`config.mk`:
```
export PLATFORM = sky130hd
export DESIGN_NAME = multi_ctrl
export DESIGN_NICKNAME = d
export VERILOG_FILES = /design/src/rtl/multi_ctrl.sv
export SDC_FILE = /design/constraint.sdc
export NUM_CORES = 1
export LEC_CHECK = 0
export CAP_MARGIN = 30
export CORE_MARGIN = 2
export CORE_UTILIZATION = 35
export CTS_CLUSTER_DIAMETER = 150
export CTS_CLUSTER_SIZE = 28
export DETAILED_ROUTE_END_ITERATION = 8
export PLACE_DENSITY = 0.89
export SLEW_MARGIN = 30
export SYNTH_ARGS = -nofsm -noshare
export SYNTH_HDL_FRONTEND = slang
export SYNTH_SLANG_ARGS = --single-unit
export TNS_END_PERCENT = 20
```
`constraint.sdc`:
```
create_clock -name clk -period 1.83 [get_ports clk]
set_input_delay 0.366 -clock clk [delete_from_list [all_inputs] [get_ports clk]]
set_output_delay 0.366 -clock clk [all_outputs]
set_load 0.005 [all_outputs]
```
`src/rtl/multi_ctrl.sv`:
```
// multi_ctrl: Moore control FSM for a multi-cycle MIPS-style datapath.
//
// Decodes the instruction register fields (op, funct) and steps through
// fetch / decode / execute / memory / write-back states, driving the
// datapath enables and mux selects from the current state.
//
// Ports:
//   clk                 rising-edge clock
//   rst_n               asynchronous active-low reset (forces IDLE)
//   op[5:0]             instruction bits [31:26]
//   funct[5:0]          instruction bits [5:0]
//   IRWrite, MemRead, MemWrite, IorD, MemtoReg, RegDst, RegWrite,
//   ALUSrcA, PCWrite, PCWriteCond   1-bit datapath enables/selects
//   ALUSrcB[1:0], PCSource[1:0]     datapath mux selects
//   ALUCtrl[2:0]        000 AND, 001 OR, 010 ADD, 110 SUB, 111 SLT
//   illegal             one-cycle pulse when DECODE sees an unsupported op/funct
//   state[3:0]          current state (debug)
module multi_ctrl (
    input  logic       clk,
    input  logic       rst_n,
    input  logic [5:0] op,
    input  logic [5:0] funct,
    output logic       IRWrite,
    output logic       MemRead,
    output logic       MemWrite,
    output logic       IorD,
    output logic       MemtoReg,
    output logic       RegDst,
    output logic       RegWrite,
    output logic       ALUSrcA,
    output logic       PCWrite,
    output logic       PCWriteCond,
    output logic [1:0] ALUSrcB,
    output logic [1:0] PCSource,
    output logic [2:0] ALUCtrl,
    output logic       illegal,
    output logic [3:0] state
);

    typedef enum logic [3:0] {
        IDLE   = 4'd0,
        FETCH  = 4'd1,
        DECODE = 4'd2,
        MEMADR = 4'd3,
        MEMRD  = 4'd4,
        MEMWB  = 4'd5,
        MEMWR  = 4'd6,
        EXEC   = 4'd7,
        RWB    = 4'd8,
        BRANCH = 4'd9,
        JUMP   = 4'd10,
        ADDIEX = 4'd11,
        ADDIWB = 4'd12
    } state_t;

    localparam logic [5:0] OP_RTYPE = 6'b000000;
    localparam logic [5:0] OP_LW    = 6'b100011;
    localparam logic [5:0] OP_SW    = 6'b101011;
    localparam logic [5:0] OP_BEQ   = 6'b000100;
    localparam logic [5:0] OP_J     = 6'b000010;
    localparam logic [5:0] OP_ADDI  = 6'b001000;

    localparam logic [5:0] FN_ADD = 6'b100000;
    localparam logic [5:0] FN_SUB = 6'b100010;
    localparam logic [5:0] FN_AND = 6'b100100;
    localparam logic [5:0] FN_OR  = 6'b100101;
    localparam logic [5:0] FN_SLT = 6'b101010;

    localparam logic [2:0] ALU_AND = 3'b000;
    localparam logic [2:0] ALU_OR  = 3'b001;
    localparam logic [2:0] ALU_ADD = 3'b010;
    localparam logic [2:0] ALU_SUB = 3'b110;
    localparam logic [2:0] ALU_SLT = 3'b111;

    state_t state_q;
    state_t state_d;

    logic funct_ok;

    always_comb begin
        funct_ok = (funct == FN_ADD) || (funct == FN_SUB) || (funct == FN_AND) ||
                   (funct == FN_OR)  || (funct == FN_SLT);
    end

    always_ff @(posedge clk or negedge rst_n) begin
        if (!rst_n) begin
            state_q <= IDLE;
        end else begin
            state_q <= state_d;
        end
    end

    assign state = state_q;

    always_comb begin
        state_d     = FETCH;
        IRWrite     = 1'b0;
        MemRead     = 1'b0;
        MemWrite    = 1'b0;
        IorD        = 1'b0;
        MemtoReg    = 1'b0;
        RegDst      = 1'b0;
        RegWrite    = 1'b0;
        ALUSrcA     = 1'b0;
        PCWrite     = 1'b0;
        PCWriteCond = 1'b0;
        ALUSrcB     = 2'b00;
        PCSource    = 2'b00;
        ALUCtrl     = 3'b000;
        illegal     = 1'b0;

        case (state_q)
            IDLE: begin
                state_d = FETCH;
            end
            FETCH: begin
                // PC + 4 through the ALU while the IR loads from memory
                MemRead = 1'b1;
                IRWrite = 1'b1;
                ALUSrcB = 2'b01;
                ALUCtrl = ALU_ADD;
                PCWrite = 1'b1;
                state_d = DECODE;
            end
            DECODE: begin
                // Speculatively compute the branch target PC + (imm << 2)
                ALUSrcB = 2'b11;
                ALUCtrl = ALU_ADD;
                case (op)
                    OP_LW, OP_SW: state_d = MEMADR;
                    OP_BEQ:       state_d = BRANCH;
                    OP_J:         state_d = JUMP;
                    OP_ADDI:      state_d = ADDIEX;
                    OP_RTYPE: begin
                        if (funct_ok) begin
                            state_d = EXEC;
                        end else begin
                            state_d = FETCH;
                            illegal = 1'b1;
                        end
                    end
                    default: begin
                        state_d = FETCH;
                        illegal = 1'b1;
                    end
                endcase
            end
            MEMADR: begin
                ALUSrcA = 1'b1;
                ALUSrcB = 2'b10;
                ALUCtrl = ALU_ADD;
                state_d = (op == OP_SW) ? MEMWR : MEMRD;
            end
            MEMRD: begin
                MemRead = 1'b1;
                IorD    = 1'b1;
                state_d = MEMWB;
            end
            MEMWB: begin
                RegWrite = 1'b1;
                MemtoReg = 1'b1;
                state_d  = FETCH;
            end
            MEMWR: begin
                MemWrite = 1'b1;
                IorD     = 1'b1;
                state_d  = FETCH;
            end
            EXEC: begin
                ALUSrcA = 1'b1;
                case (funct)
                    FN_ADD:  ALUCtrl = ALU_ADD;
                    FN_SUB:  ALUCtrl = ALU_SUB;
                    FN_AND:  ALUCtrl = ALU_AND;
                    FN_OR:   ALUCtrl = ALU_OR;
                    FN_SLT:  ALUCtrl = ALU_SLT;
                    default: ALUCtrl = ALU_AND;
                endcase
                state_d = RWB;
            end
            RWB: begin
                RegWrite = 1'b1;
                RegDst   = 1'b1;
                state_d  = FETCH;
            end
            BRANCH: begin
                // Datapath gates the PC with PCWriteCond & zero
                ALUSrcA     = 1'b1;
                ALUCtrl     = ALU_SUB;
                PCWriteCond = 1'b1;
                PCSource    = 2'b01;
                state_d     = FETCH;
            end
            JUMP: begin
                PCWrite  = 1'b1;
                PCSource = 2'b10;
                state_d  = FETCH;
            end
            ADDIEX: begin
                ALUSrcA = 1'b1;
                ALUSrcB = 2'b10;
                ALUCtrl = ALU_ADD;
                state_d = ADDIWB;
            end
            ADDIWB: begin
                RegWrite = 1'b1;
                state_d  = FETCH;
            end
            default: begin
                // Unused encodings: outputs stay 0, recover to FETCH
                state_d = FETCH;
            end
        endcase
    end

endmodule

```
Word-level counts from Yosys, hierarchy flattened --
Cells that the tools add are included.
Word-level totals: flip-flop bits (word level) 4, input port bits 14, word-level logic and storage cells 58
Cells by class: equal/unequal tests 22, multiplexer cells 21, reductions and logical operators 14
Operators with widths (number):
- equality test 6 bit (second input constant) | 7
- case mux 4 bit (6 select lines) | 1
- equality test 4 bit (second input constant) | 5
- case mux 4 bit (5 select lines) | 1
- equality test 4 x 3 -> 1 bit (second input constant) | 4
- two-way mux 1 bit | 12
- case mux 3 bit (4 select lines) | 1
- OR reduction 2 bit | 5
- case mux 3 bit (3 select lines) | 1
- equality test 4 x 2 -> 1 bit (second input constant) | 2
- OR reduction 4 bit | 2
- equality test 6 x 2 -> 1 bit (second input constant) | 1
- equality test 6 x 3 -> 1 bit (second input constant) | 1
- equality test 6 x 4 -> 1 bit (second input constant) | 1
- logical NOT 6 bit | 1
- case mux 2 bit (3 select lines) | 1
- OR reduction 5 bit | 1
- equality test 4 x 1 -> 1 bit (second input constant) | 1
- logical OR 1 bit | 4
- case mux 2 bit (2 select lines) | 1
- two-way mux 3 bit | 1
- OR reduction 3 bit | 1
- two-way mux 2 bit | 1
- case mux 1 bit (2 select lines) | 1

Depth between registers and ports, before layout --
depth after elaboration 8, gate-level depth with buffers 5

Worst setup path before layout --
Ideal clock, no wire load.
path kind reg-to-output, start register state_q[3], in the netlist state[3], end output port ALUCtrl[1], data arrival time 1.180 ns, required time 1.464 ns, setup slack 0.284 ns, stages on the path, launching flop included 5, path buffers 0, path through dfrtp_1 -> nor2b_2 -> nand4_1 -> or4_1 -> nand3b_1
Between the ends: cells in the longest elaborated chain, start to end 3
RTL lines:
- start: declaration | line 75 | state_t state_q;
- start signal: assignment | line 89 | state_q <= state_d;
- equality test 4 x 2 -> 1 bit (tied with other cells) | line 112 | case (state_q)
- OR reduction 4 bit (no line)
- case mux 3 bit (3 select lines) (*) | line 112
- end: declaration | line 35 | output logic [2:0] ALUCtrl,
Mark *: on every way between the ends. The rest lies on a longest branch, timed or not.

Worst setup path after layout --
Ends and elaborated chain as after synthesis.

==> results <==
-- worst reg2reg max path: cells and delay by family (launching register included) --
kind,cells,cell delay (ns)
buf+inv,3,0.45
flops,1,0.40
simple gates,2,0.22
compound gates,1,0.20
-- stage by stage --
step                      worst slack (ns)  hold WS (ns)
final                               -0.192         0.340
after global routing                -0.242         0.352
after CTS                           -0.181         0.327
after detailed placement            -0.748         0.574
after global placement              -0.670         0.576
after floorplan                      0.284        0.0704
-- worst paths after layout --
kind / startpoint / end / slack (ns) / cells after the start
worst max-delay path: state[3] / ALUCtrl[1] / -0.19 / 5
worst min-delay path: rst_n / state[0] / 0.34 / 1
worst max register to register: state[3] / state[1] / 0.40 / 6
worst min register to register: state[0] / state[3] / 0.79 / 4
max in group asynchronous: rst_n / state[1] / 1.31 / 1
min in group clk: op[0] / state[3] / 0.71 / 5
-- cell families (layout without fill, tap and decap cells) --
logic type | count (synthesis) | after routing | share of synthesized area (%)
AND/OR/NAND/NOR | 47 | 47 | 46.7
buffers and inverters | 7 | 77 | 7.06
flip-flops | 4 | 4 | 18.2
multiplexers | 2 | 2 | 4.56
XOR/XNOR | 2 | 2 | 3.19
AO/OA/AOI/OAI | 17 | 17 | 20.3
-- power by group --
part           switching (uW)  internal, uW
Sequential               36.3           128
Clock                    30.3          72.9
Combinational             556           704
-- metal layers --
layer  track usage (%)  routed length (microns)
met1              32.1                      979
met2              50.9                     1500
met3             0.833                      161
met4              15.8                       89
met5                 0                        0
-- timing repair --
item,in CTS,in global routing
endpoints found under the setup margin,18,6
buffers inserted,5,6
gates cloned,0,0
pin swaps,11,8
gates resized for setup,58,21
-- synthesized netlist by cell type, drive strengths merged --
cell type | count | area share, %
or2 | 2 | 2.3
nor3b | 1 | 2.3
or4 | 1 | 1.4
or3 | 1 | 1.1
nor4b | 1 | 1.6
dfrtp | 4 | 18
and3 | 2 | 2.3
xnor2 | 1 | 1.6
a21o | 1 | 1.4
o31a | 1 | 1.6
inv | 1 | 0.68
nand3 | 1 | 0.91
o22ai | 1 | 1.1
nor2 | 12 | 8.2
nand2b | 6 | 6.8
o211ai | 1 | 1.4
nand4 | 2 | 2.3
o22a | 1 | 1.6
nand2 | 6 | 4.1
nor3 | 7 | 6.4
xor2 | 1 | 1.6
o32ai | 1 | 1.6
nand3b | 1 | 1.4
a41oi | 1 | 1.6
clkbuf | 1 | 0.91
nor2b | 3 | 3.9
mux2i | 1 | 1.8
a21oi | 5 | 4.6
mux2 | 1 | 2.7
a31oi | 1 | 1.1
nor4bb | 1 | 1.8
o2111ai | 1 | 1.6
o21ai | 3 | 2.7
buf | 5 | 5.5
-- final cells by class --
class | count | area (sq um)
fillers | 87 | 215
well taps | 16 | 20.0
repair buffers | 73 | 617
flip-flops and latches | 4 | 101
inverters | 1 | 3.75
clock buffers | 3 | 22.5
multi-input cells | 68 | 509
==> reports/qor.tcl <==
set qor(post_route_clock_period_utilization_pct) 110
set qor(finish.cell_count_without_fillers) 165
set qor(synth_sequential_area_ratio_pct) 18.2
set qor(cts_inserted_buffers) 3
set qor(violations) {negative setup slack}
set qor(grt_setup_unrepaired) {yes}
set qor(num_antenna_cells) 0
set qor(drt_first_pass_iters) 4
set qor(vias_in_the_first_global_route) 866
set qor(critical_path.startpoint_type) {flip-flop}
set qor(postSynthRegisterBits) 4
set qor(critical_path_required_ns) 1.46
set qor(power.leakage_uw) 0.000638
set qor(status) {finished with violations}
set qor(fin_worst_skew_ns) 0.000681
set qor(max_stage_delay_ns) 0.53
set qor(final.setup.tns_ns) -0.417
set qor(slew_headroom_pct) 73.9
set qor(finalWirelength_mm) 2.73
set qor(finalNetCount) 165
set qor(cells_along_the_critical_path) {nor2b_4, nand4_1, or4_1, nand3b_1, buf_2}
set qor(grtUsageTotal_pct) 27.9
set qor(worst_slack_ns) -0.192
set qor(crit_arrival_ns) 1.66
set qor(grt_pass1_wl_mm) 3.95
set qor(ctsLongestPathBuffers) 2
set qor(cpLargestDelayFamily) {simple AND/OR/NAND/NOR gates}
set qor(setup_viols_final) 5
set qor(placed_area_sq_mm) 0.00109
set qor(grt_overflow_total) 0
set qor(dp_hpwl_mm) 1.66
set qor(synth.cell_area_sq_um) 549
set qor(critPathKind) {flip-flop to output port}
set qor(post-route-min-period_ns) 2.02
set qor(finalPower_uw) 1530
set qor(finish.utilization_pct) 85.5
set qor(number_of_nets_in_the_synthesized_netlist) 93
set qor(horizontal_die_dimension_microns) 43.6
set qor(finish.instance_area_sq_mm) 0.00127
set qor(cts_hold_buffers) 0
set qor(skew_pair_late_insertion_delay_ns) 0.23
set qor(most_frequent_cells_in_the_layout) {buf_4, dlygate4sd2_1, nor2_1, clkdlybuf4s50_1}
set qor(clockRootBuffer) {clkbuf_4}
set qor(vdd_ir_drop_max_uv) 828
set qor(crit_slowest_cell) {or4_1}
set qor(layout-area-overhead-vs-synth_pct) 132
set qor(yosysUniqueCellTypes) 38
set qor(worst-path-buf-inv) 1
set qor(grt_antenna_before_repair) 0
set qor(pwr_density_cell_mw_per_mm2) 1200
set qor(floorplan.initialDensity_pct) 36.9
set qor(fmax_ghz) 0.495
set qor(synth_area_per_cell_sq_um) 6.95
set qor(synth-warning-count) 0
set qor(grt_start_max_net_pins) 16
set qor(timing.critical_path.to_type) {output port}
set qor(drc) 0
set qor(slew_violations) 0
set qor(io_pins) 36
set qor(die_h_microns) 43.6
set qor(io_buffers) 35
set qor(dieArea_sq_mm) 0.00190
set qor(worst_hold_class) {input port to asynchronous set/reset pin}
set qor(fp.coreArea_sq_mm) 0.00149
set qor(gp_congestion) 0.813
set qor(largest_reg_flops) 4
set qor(numPlacedInstances) 152
set qor(tightest_slew_ns) 0.390
set qor(crit_path_max_fanout) 2
set qor(route.vias.total) 918
set qor(wire_per_inst_microns) 16.6
set qor(hold_violations) 0
set qor(max_cap_violations) 0
set qor(fp-row-count) 14
set qor(drt.antenna.violating_nets) 0
set qor(dr.first_iter.drc_count) 21
set qor(tritoncts) {yes}
set qor(syn-instance-count) 79
set qor(mostFrequentLayoutCell) {buf_4}
set qor(cts_num_sinks) 4
set qor(clk_pin_slew_ns) 0.03
set qor(routed_via_density) 5.56
set qor(post_route_cells_drive_above_1_share_pct) 44.3
set qor(max_h_tree_level) 1
(Power assumes the default switching activity.)
